## config.mk

```make
export PLATFORM = sky130hd
export DESIGN_NAME = image_frame_scheduler
export DESIGN_NICKNAME = d
export VERILOG_FILES = /design/src/rtl/image_frame_scheduler_pkg.sv /design/src/rtl/image_frame_scheduler_frame_addr_counter.sv /design/src/rtl/image_frame_scheduler.sv
export SDC_FILE = /design/constraint.sdc
export NUM_CORES = 1
export LEC_CHECK = 0
export ABC_AREA = 1
export CORE_MARGIN = 5
export CORE_UTILIZATION = 42
export DETAILED_ROUTE_END_ITERATION = 10
export PLACE_DENSITY = 0.75
export SLEW_MARGIN = 20
export SYNTH_ARGS = -nofsm -noshare
export SYNTH_HDL_FRONTEND = slang
export SYNTH_SLANG_ARGS = --single-unit
```

## constraint.sdc

```tcl
create_clock -name clk -period 1.55 [get_ports clk]
set_clock_uncertainty 0.1 [all_clocks]
set_input_delay 0.2325 -clock clk [delete_from_list [all_inputs] [get_ports clk]]
set_output_delay 0.2325 -clock clk [all_outputs]
set_load 0.02 [all_outputs]
```

## src/rtl/image_frame_scheduler_pkg.sv

```systemverilog
`default_nettype none
// ----------------------------------------------------------------------------
// image_frame_scheduler_pkg: shared op codes, FSM states, frame-size helper
// Rev 1.0
// ----------------------------------------------------------------------------
package image_frame_scheduler_pkg;

    localparam logic [1:0] OP_INVERT = 2'b00;
    localparam logic [1:0] OP_THRESH = 2'b01;
    localparam logic [1:0] OP_EDGE   = 2'b10;
    localparam logic [1:0] OP_BLUR   = 2'b11;

    typedef enum logic [2:0] {
        ST_IDLE   = 3'd0,
        ST_FLUSH  = 3'd1,
        ST_STREAM = 3'd2,
        ST_DRAIN  = 3'd3,
        ST_DONE   = 3'd4
    } sched_state_t;

    function automatic int frame_pixels(input int width, input int height);
        return width * height;
    endfunction

endpackage
`default_nettype wire

```

## src/rtl/image_frame_scheduler_frame_addr_counter.sv

```systemverilog
`default_nettype none
// ----------------------------------------------------------------------------
// frame_addr_counter: pausable clearable address counter with terminal flag
// Rev 1.0
// ----------------------------------------------------------------------------
module frame_addr_counter #(
    parameter int W        = 18,
    parameter int TC_VALUE = 1
) (
    input  logic         clk,
    input  logic         rst_n,
    input  logic         i_clr,
    input  logic         i_en,
    output logic [W-1:0] o_count,
    output logic         o_tc
);

    logic [W-1:0] r_count;

    always_ff @(posedge clk or negedge rst_n) begin
        if (!rst_n) begin
            r_count <= '0;
        end else if (i_clr) begin
            r_count <= '0;
        end else if (i_en) begin
            r_count <= r_count + W'(1);
        end
    end

    assign o_count = r_count;
    assign o_tc    = (r_count == W'(TC_VALUE));

endmodule
`default_nettype wire

```

## src/rtl/image_frame_scheduler.sv

```systemverilog
`default_nettype none
// ----------------------------------------------------------------------------
// image_frame_scheduler: streams one frame through the pixel processor
// Rev 1.0
// ----------------------------------------------------------------------------
module image_frame_scheduler
    import image_frame_scheduler_pkg::*;
#(
    parameter int IMG_WIDTH    = 512,
    parameter int IMG_HEIGHT   = 512,
    parameter int ADDR_W       = 18,
    parameter int DRAIN_CYCLES = 8
) (
    input  logic              clk,
    input  logic              rst_n,
    input  logic              start,
    input  logic              abort,
    input  logic              pause,
    input  logic [1:0]        cfg_op,
    input  logic [7:0]        cfg_thresh,
    output logic              busy,
    output logic              done,
    output logic              aborted,
    output logic              overflow,
    output logic [ADDR_W:0]   out_count,
    output logic              src_rd_en,
    output logic [ADDR_W-1:0] src_rd_addr,
    input  logic [7:0]        src_rd_data,
    output logic              proc_rst,
    output logic [1:0]        proc_op,
    output logic [7:0]        proc_thresh,
    output logic [7:0]        proc_pixel,
    output logic              proc_valid,
    input  logic [7:0]        proc_out_pixel,
    input  logic              proc_out_valid,
    output logic              dst_wr_en,
    output logic [ADDR_W-1:0] dst_wr_addr,
    output logic [7:0]        dst_wr_data
);

    localparam int FRAME_PIXELS = frame_pixels(IMG_WIDTH, IMG_HEIGHT);
    localparam int QW           = $clog2(DRAIN_CYCLES + 1) + 1;

    sched_state_t   r_state;
    logic           r_busy;
    logic           r_done;
    logic           r_aborted;
    logic           r_overflow;
    logic           r_proc_rst;
    logic           r_rd_en_q;
    logic [1:0]     r_op;
    logic [7:0]     r_thresh;
    logic [QW-1:0]  r_quiet;

    logic              w_active;
    logic              w_abort;
    logic              w_start;
    logic              w_capture;
    logic              w_rd_en;
    logic              w_rd_last;
    logic              w_wr_en;
    logic              w_out_full;
    logic [ADDR_W-1:0] w_rd_ptr;
    logic [ADDR_W:0]   w_out_count;

    assign w_active  = (r_state == ST_FLUSH) || (r_state == ST_STREAM) || (r_state == ST_DRAIN);
    assign w_abort   = abort && w_active;
    assign w_start   = start && (r_state == ST_IDLE);
    assign w_capture = (r_state == ST_STREAM) || (r_state == ST_DRAIN);
    assign w_rd_en   = (r_state == ST_STREAM) && !pause && !abort;
    // A full frame already written means any further beat is surplus.
    assign w_wr_en   = w_capture && proc_out_valid && !w_out_full;

    frame_addr_counter #(
        .W        (ADDR_W),
        .TC_VALUE (FRAME_PIXELS - 1)
    ) u_rd_ptr (
        .clk     (clk),
        .rst_n   (rst_n),
        .i_clr   (r_state != ST_STREAM),
        .i_en    (w_rd_en),
        .o_count (w_rd_ptr),
        .o_tc    (w_rd_last)
    );

    frame_addr_counter #(
        .W        (ADDR_W + 1),
        .TC_VALUE (FRAME_PIXELS)
    ) u_out_count (
        .clk     (clk),
        .rst_n   (rst_n),
        .i_clr   (w_start),
        .i_en    (w_wr_en),
        .o_count (w_out_count),
        .o_tc    (w_out_full)
    );

    always_ff @(posedge clk or negedge rst_n) begin
        if (!rst_n) begin
            r_state    <= ST_IDLE;
            r_busy     <= 1'b0;
            r_done     <= 1'b0;
            r_aborted  <= 1'b0;
            r_overflow <= 1'b0;
            r_proc_rst <= 1'b1;
            r_rd_en_q  <= 1'b0;
            r_op       <= OP_INVERT;
            r_thresh   <= 8'd0;
            r_quiet    <= '0;
        end else begin
            r_done    <= 1'b0;
            r_rd_en_q <= w_rd_en;
            if (w_capture && proc_out_valid && w_out_full) begin
                r_overflow <= 1'b1;
            end
            case (r_state)
                ST_IDLE: begin
                    if (start) begin
                        r_state    <= ST_FLUSH;
                        r_busy     <= 1'b1;
                        r_op       <= cfg_op;
                        r_thresh   <= cfg_thresh;
                        r_aborted  <= 1'b0;
                        r_overflow <= 1'b0;
                    end
                end
                ST_FLUSH: begin
                    if (abort) begin
                        r_state   <= ST_DONE;
                        r_done    <= 1'b1;
                        r_aborted <= 1'b1;
                    end else begin
                        r_state    <= ST_STREAM;
                        r_proc_rst <= 1'b0;
                    end
                end
                ST_STREAM: begin
                    if (abort) begin
                        r_state   <= ST_DONE;
                        r_done    <= 1'b1;
                        r_aborted <= 1'b1;
                    end else if (w_rd_en && w_rd_last) begin
                        r_state <= ST_DRAIN;
                        r_quiet <= QW'(DRAIN_CYCLES);
                    end
                end
                ST_DRAIN: begin
                    // Done once DRAIN_CYCLES consecutive cycles pass without output.
                    if (abort) begin
                        r_state   <= ST_DONE;
                        r_done    <= 1'b1;
                        r_aborted <= 1'b1;
                    end else if (proc_out_valid) begin
                        r_quiet <= QW'(DRAIN_CYCLES);
                    end else if (r_quiet <= QW'(1)) begin
                        r_state <= ST_DONE;
                        r_done  <= 1'b1;
                    end else begin
                        r_quiet <= r_quiet - QW'(1);
                    end
                end
                ST_DONE: begin
                    r_state    <= ST_IDLE;
                    r_busy     <= 1'b0;
                    r_proc_rst <= 1'b1;
                end
                default: begin
                    r_state    <= ST_IDLE;
                    r_busy     <= 1'b0;
                    r_proc_rst <= 1'b1;
                end
            endcase
        end
    end

    assign busy        = r_busy;
    assign done        = r_done;
    assign aborted     = r_aborted;
    assign overflow    = r_overflow;
    assign out_count   = w_out_count;
    assign src_rd_en   = w_rd_en;
    assign src_rd_addr = w_rd_ptr;
    assign proc_rst    = r_proc_rst;
    assign proc_op     = r_op;
    assign proc_thresh = r_thresh;
    assign proc_pixel  = src_rd_data;
    assign proc_valid  = r_rd_en_q && !w_abort;
    assign dst_wr_en   = w_wr_en;
    assign dst_wr_addr = w_out_count[ADDR_W-1:0];
    assign dst_wr_data = proc_out_pixel;

endmodule
`default_nettype wire

```

* Word level (Yosys, flattened, before mapping)
Cells that the tools add are included.
Storage, ports and cells: register bits after elaboration 61, bits in latches 0, memory bits (writable) 0, bits in read-only memories 0, input bits 32, output and inout port bits 89, logic and storage cells 97, memories 0
Operators by class: $add $sub $neg 3, multipliers 0, divide/modulo/power cells 0, magnitude comparators 1, equal/unequal tests 16, shifts and indexed selects 0, muxes and demuxes 33, bitwise operators 2, reduce and logical (&&, ||, !) cells 30
Operators by type and width (number):
- 19-bit two-way mux | 2
- 18-bit two-way mux | 2
- 5-bit two-way mux | 5
- 3-bit two-way mux | 7
- 19-bit by 1-bit adder with 19-bit output, second input constant | 1
- 19-bit equality test, second input constant | 1
- 18-bit by 1-bit adder with 18-bit output, second input constant | 1
- 18-bit equality test, second input constant | 1
- 3-bit one-hot mux with 4 select lines | 1
- 1-bit two-way mux | 11
- 5-bit one-hot mux with 2 select lines | 1
- 1-bit logical AND | 9
- 3-bit by 2-bit != test with 1-bit output, second input constant | 3
- 2-bit != test, second input constant | 4
- 1-bit one-hot mux with 2 select lines | 4
- 2-bit nonzero test | 4
- 3-bit by 2-bit equality test with 1-bit output, second input constant | 2
- 3-bit != test, second input constant | 2
- 2-bit AND reduction | 3
- 3-bit OR reduction | 2
- 5-bit by 1-bit less-or-equal comparator with 1-bit output, second input constant | 1
- 5-bit AND reduction | 1
- 5-bit by 1-bit subtractor with 5-bit output, second input constant | 1
- 1-bit logical NOT | 4
- 8 further kinds | 12

* Logic depth before layout (Yosys ltp)
depth in word-level cells 7, depth in mapped cells 11, mapped depth without buffers 10

* Modules after synthesis
From an unflattened synthesis, not the netlist that was laid out.
Unflattened totals: cells, all modules 503, area total of the unflattened synthesis 3769.9 sq um
Modules (own cells, without submodules):
- image_frame_scheduler | instances 1, cells an instance 189, area each 1458.9 sq um, sequential area each 601.8 sq um
- frame_addr_counter (u_out_count) | instances 1, cells an instance 162, area each 1203.7 sq um, sequential area each 475.5 sq um
- frame_addr_counter (u_rd_ptr) | instances 1, cells an instance 152, area each 1107.3 sq um, sequential area each 450.4 sq um

* Worst setup path after synthesis
No wires, ideal clock.
path kind flip-flop to flip-flop, from register u_out_count.r_count[0] (netlist: u_out_count.o_count[0]), to register u_out_count.r_count[11] (netlist: u_out_count.o_count[11]), library setup time 0.117 ns, arrival 1.512 ns, required time 1.333 ns, path slack -0.179 ns, cell stages (with the launch flop) 12, path buffers 1, period minus slack after synthesis 1.729 ns, path through dfrtp_1 inv_1 ha_1 nand3_1 nor2_1 nand2_1 nand2_2 nand2_4 inv_2 buf_6 nand2_1 nand2_1
On the way: word-level cells in the longest chain between the ends 4, elaborated cells on any way between the ends 7, classes of those cells add/sub: 1; eq/ne: 1; mux: 2; reduce/logical: 3
RTL lines:
- start: declaration | RTL line image_frame_scheduler_frame_addr_counter.sv:18 | logic [W-1:0] r_count;
- start signal: assignment | RTL line image_frame_scheduler_frame_addr_counter.sv:26 | r_count <= r_count + W'(1);
- parallel branches: the longest is 4 deep, another holds 19-bit by 1-bit adder with 19-bit output
Several ways; the timed one is not identified. The select of a mux whose other input is x is not followed. A chain may end at the register's enable or synchronous reset.

* Worst setup path in the final report
from register u_out_count.r_count[1] (netlist: u_out_count.o_count[1]), to output port dst_wr_en
On the way: word-level cells in the longest chain between the ends 3
RTL lines:
- 19-bit equality test | RTL line image_frame_scheduler_frame_addr_counter.sv:31 | assign o_tc = (r_count == W'(TC_VALUE));
- 1-bit logical NOT | RTL line image_frame_scheduler.sv:72 | assign w_wr_en = w_capture && proc_out_valid && !w_out_full;
- 1-bit logical AND | RTL line image_frame_scheduler.sv:72
- end: declaration | RTL line image_frame_scheduler.sv:36 | output logic dst_wr_en,
No other way between the ends.

==> impl_table.tex <==
\begin{tabular}{lr}
\hline
Metric & Value \\
\hline
\multicolumn{2}{l}{\textbf{Status}} \\
Status & complete, but fails checks \\
Failing checks & negative setup slack \\
\multicolumn{2}{l}{\textbf{Place}} \\
DP Worst Slack & -445 ps \\
Buffers added on ports & 88 \\
Half-perimeter wire length of the detailed placement result & 7530 um \\
Final Wtd Congestion & 0.940 \\
Placement-stage cell area & 5030 um\^{}2 \\
\multicolumn{2}{l}{\textbf{GRT}} \\
Wire length of the first global-routing pass & 17,700 um \\
Largest net degree at the start of global routing & 62 \\
Vias in the first global route & 3,815 \\
Global-route usage over all layers & 19.6\% \\
Initial antenna violation count & 0 \\
GR Overflow Total & 0 \\
\multicolumn{2}{l}{\textbf{Timing}} \\
Transition time at the pin with the least slew margin & 368 ps \\
Final critical delay including setup and external delays & 1780 ps \\
Setup repair after global routing missed its margin & true \\
Worst slack on hold paths & 317 ps \\
Hold Violations, Final & 0 \\
Max Fclk & 563 MHz \\
Share of the clock period used by the worst path & 115\% \\
Number of pins with negative max-slew slack in the final report & 0 \\
Number of setup violations in the final report & 32 \\
Least setup slack across all paths after layout & -226 ps \\
Headroom to the max-slew limit & 75.3\% \\
\multicolumn{2}{l}{\textbf{Floorplanning}} \\
I/O pin count & 121 \\
Core outline area & 8680 um\^{}2 \\
Effective utilization at floorplan & 42.7\% \\
DIE HEIGHT & 104 um \\
Die Wd & 104 um \\
Number of placement rows & 34 \\
Die footprint & 10,800 um\^{}2 \\
\multicolumn{2}{l}{\textbf{Routing}} \\
Number of design-rule violations left by the first detailed-router iteration & 249 \\
Number of optimization iterations in the first detailed-route pass & 5 \\
Routed WL & 11,900 um \\
Count of unresolved DRC violations after routing & 0 \\
Count of vias placed by the detailed router & 3,990 \\
Remaining antenna violation count & 0 \\
Wirelength per Cell & 15.4 um \\
Number of vias per cell & 5.19 \\
\multicolumn{2}{l}{\textbf{Flow run}} \\
Max-capacitance violation count & 0 \\
\multicolumn{2}{l}{\textbf{Yosys}} \\
Complex-gate fraction of the synthesized area & 6.51\% \\
Xor-xnor portion of the synthesized cell area & 3.78\% \\
Post-Synth Simple-Gate Area & 33.2\% \\
Synthesized cell area & 3710 um\^{}2 \\
Synthesis Warnings & 0 \\
Most used standard cell by instance count after synthesis & sky130\_fd\_sc\_hd\_\_nand2\_1 \\
Largest family of logic cells by synthesized area & simple AND/OR/NAND/NOR gates \\
Share of synthesized registers carrying an async set or reset & 100\% \\
Main area contributors after synthesis & sky130\_fd\_sc\_hd\_\_dfrtp\_1 (40\%), sky130\_fd\_sc\_hd\_\_nand2\_1 (15\%), sky130\_fd\_sc\_hd\_\_buf\_4 (7.1\%) \\
Instance count of the mapped netlist & 505 \\
Mux cell area share after synthesis & 0\% \\
Syn\_nets & 542 \\
Synthesized area per cell & 7.34 um\^{}2 \\
Post-synthesis register bit count & 61 \\
Most common library cells after synthesis & sky130\_fd\_sc\_hd\_\_nand2\_1 (152), sky130\_fd\_sc\_hd\_\_nor2\_1 (66), sky130\_fd\_sc\_hd\_\_dfrtp\_1 (60) \\
Number of distinct library cells after synthesis & 30 \\
Post-synthesis share of cell area spent on full adders, half adders and majority gates & 1.69\% \\
Main synth FF type & sky130\_fd\_sc\_hd\_\_dfrtp\_1 \\
Library cell occupying the most area in the post-synthesis netlist & sky130\_fd\_sc\_hd\_\_dfrtp\_1 \\
Area fraction of the dominant cell type after synthesis & 40.5\% \\
EDFF count, synth & 0 \\
Part of the Yosys area used for sequential elements & 41.2\% \\
\multicolumn{2}{l}{\textbf{Power}} \\
Leak Pwr & 2.84 nW \\
Share of total power in combinational logic & 52.4\% \\
Cell Int Power & 4.47 mW \\
Worst supply voltage drop on vdd & 0.000670 V \\
Switching Share & 40.2\% \\
Sw Pwr & 3.01 mW \\
Power density of the placed cells & 1300 nW/um\^{}2 \\
Fraction of power consumed by sequential logic & 28.5\% \\
Clock network fraction of total power & 19.1\% \\
\multicolumn{2}{l}{\textbf{Cells and area}} \\
Post-layout instance area & 5760 um\^{}2 \\
Number of antenna repair diodes & 0 \\
Filler instances & 695 \\
Final core utilization & 66.4\% \\
Area growth from synthesis to layout & 55.5\% \\
Share of cells above drive strength 1 & 37.1\% \\
Net count, final & 693 \\
\multicolumn{2}{l}{\textbf{CTS}} \\
CTS tree & done \\
Clock root buffer master & sky130\_fd\_sc\_hd\_\_clkbuf\_8 \\
Worst-Skew Late Latency & 340 ps \\
Number of H-tree levels & 3 \\
Longest Clk Path Bufs & 2 \\
Number of clock sinks & 61 \\
Clock-pin slew of the registers on the worst-case setup and hold paths & 70 ps \\
TritonCTS buffer count & 9 \\
\multicolumn{2}{l}{\textbf{Worst setup path}} \\
Peak fanout along the critical path & 2 \\
Reg2Reg Launch Point & u\_out\_count.o\_count[1] \\
Number of cells traversed by the worst register-to-register path & 11 \\
Critical path arrival & 1440 ps \\
Nature of the critical path endpoint & output pin \\
CP Data Required Time & 1220 ps \\
Worst Setup SP & u\_out\_count.o\_count[1] \\
CP Launch Type & register \\
Classification of the worst setup path & reg2out \\
\multicolumn{2}{l}{\textbf{Hold path}} \\
Path type of the worst min-delay path & in2async \\
\hline
\end{tabular}
metal layers:
metal	up-vias	routed length, um	GRT usage [%]
met5	-	0	0
met2	197	6150	33.3
met3	47	840	5.59
met4	0	392	8.42
met1	1878	4490	23.0
li1	1868	-	-
layout by cell type, fill, tap and decap left out, types with 7 or more instances in the layout:
cell	Yosys	final
sky130_fd_sc_hd__nand2_1	152	133
sky130_fd_sc_hd__buf_4	35	68
sky130_fd_sc_hd__dfrtp_1	60	54
sky130_fd_sc_hd__nor2_1	66	43
sky130_fd_sc_hd__inv_1	45	34
sky130_fd_sc_hd__nand3_1	37	28
sky130_fd_sc_hd__dlygate4sd2_1	0	28
sky130_fd_sc_hd__clkbuf_2	0	21
sky130_fd_sc_hd__nor2_2	4	20
sky130_fd_sc_hd__buf_6	2	19
sky130_fd_sc_hd__clkdlybuf4s15_1	0	17
sky130_fd_sc_hd__nand2_2	2	16
sky130_fd_sc_hd__o21ai_1	7	15
sky130_fd_sc_hd__xor2_1	14	14
sky130_fd_sc_hd__clkdlybuf4s50_1	0	14
sky130_fd_sc_hd__inv_2	5	13
sky130_fd_sc_hd__nor2_4	3	10
sky130_fd_sc_hd__clkbuf_8	0	10
sky130_fd_sc_hd__a21oi_1	10	7
sky130_fd_sc_hd__nand2_4	3	7
sky130_fd_sc_hd__nand3_2	2	7
power groups by stage:
stage / combinational (mW) / sequential [mW] / clock [mW]
global route: 4.22 / 2.16 / 1.54
CTS: 3.37 / 2.11 / 1.45
global placement: 3.18 / 2.13 / 0
finish: 3.92 / 2.13 / 1.43
floorplan: 1.38 / 2.52 / 0
detailed placement: 3.26 / 2.14 / 0
flip-flops by register name, indices dropped and copies added, names as in the netlist:
signal,cells
proc_thresh,8
overflow,1
r_quiet,5
u_rd_ptr.o_count,18
proc_op,2
u_out_count.o_count,19
done,1
r_rd_en_q,1
r_state,3
aborted,1
proc_rst,1
busy,1
worst paths after layout:
| path | end | slack [ps] |
|---|---|---|
| setup / recovery | dst_wr_en | -230 |
| hold / removal | u_out_count.o_count[17] | 320 |
| setup reg to reg | u_out_count.o_count[11] | -180 |
| hold reg to reg | busy | 370 |
| max in group asynchronous | proc_rst | 710 |
| min in group clk | proc_op[1] | 320 |
area by class of cell:
type	count	area [um^2]	share of cell area, %
inverters	50	205	3.56
multi-input cells	351	2050	35.6
repair buffers	182	1630	28.3
flip-flops and latches	61	1540	26.6
clock buffers	12	145	2.52
well taps	108	135	2.34
repair inverters	1	8.76	0.152
clock inverters	4	47.5	0.825
through the flow:
step	instances	TNS, ps	power, mW
after detailed placement	728	-6020	5.40
after CTS	753	-2180	6.93
after global placement	728	-4900	5.30
after floorplan	505	-176	3.89
after global routing	769	-6890	7.93
final	769	-3600	7.48
critical path, stage by stage, from the launching register on:
cell                      delay, ps
sky130_fd_sc_hd__dfrtp_2        410
sky130_fd_sc_hd__inv_2           80
sky130_fd_sc_hd__ha_4           130
sky130_fd_sc_hd__nand3_2         70
sky130_fd_sc_hd__nor2_2          90
sky130_fd_sc_hd__nand2_2         80
sky130_fd_sc_hd__nand2_2         80
sky130_fd_sc_hd__inv_2           50
sky130_fd_sc_hd__buf_6          120
kinds of logic (layout without fill, tap and decap cells):
family / count (synthesis) / after routing
and+or+nand+nor: 286 / 286
buffers and inverters: 93 / 249
DFF: 61 / 61
adders and majority gates: 5 / 5
AOI/OAI and AO/OA: 44 / 44
xor gates and xnor gates: 16 / 16
what timing repair did:
item | CTS | global route
hold endpoints to repair | 60 | 0
gates cloned | 2 | 2
endpoints found under the setup margin | 105 | 80
pin swaps | 11 | 31
hold buffers | 1 | 0
buffers inserted | 29 | 16
resized for setup | 151 | 144
(Power assumes the default switching activity.)
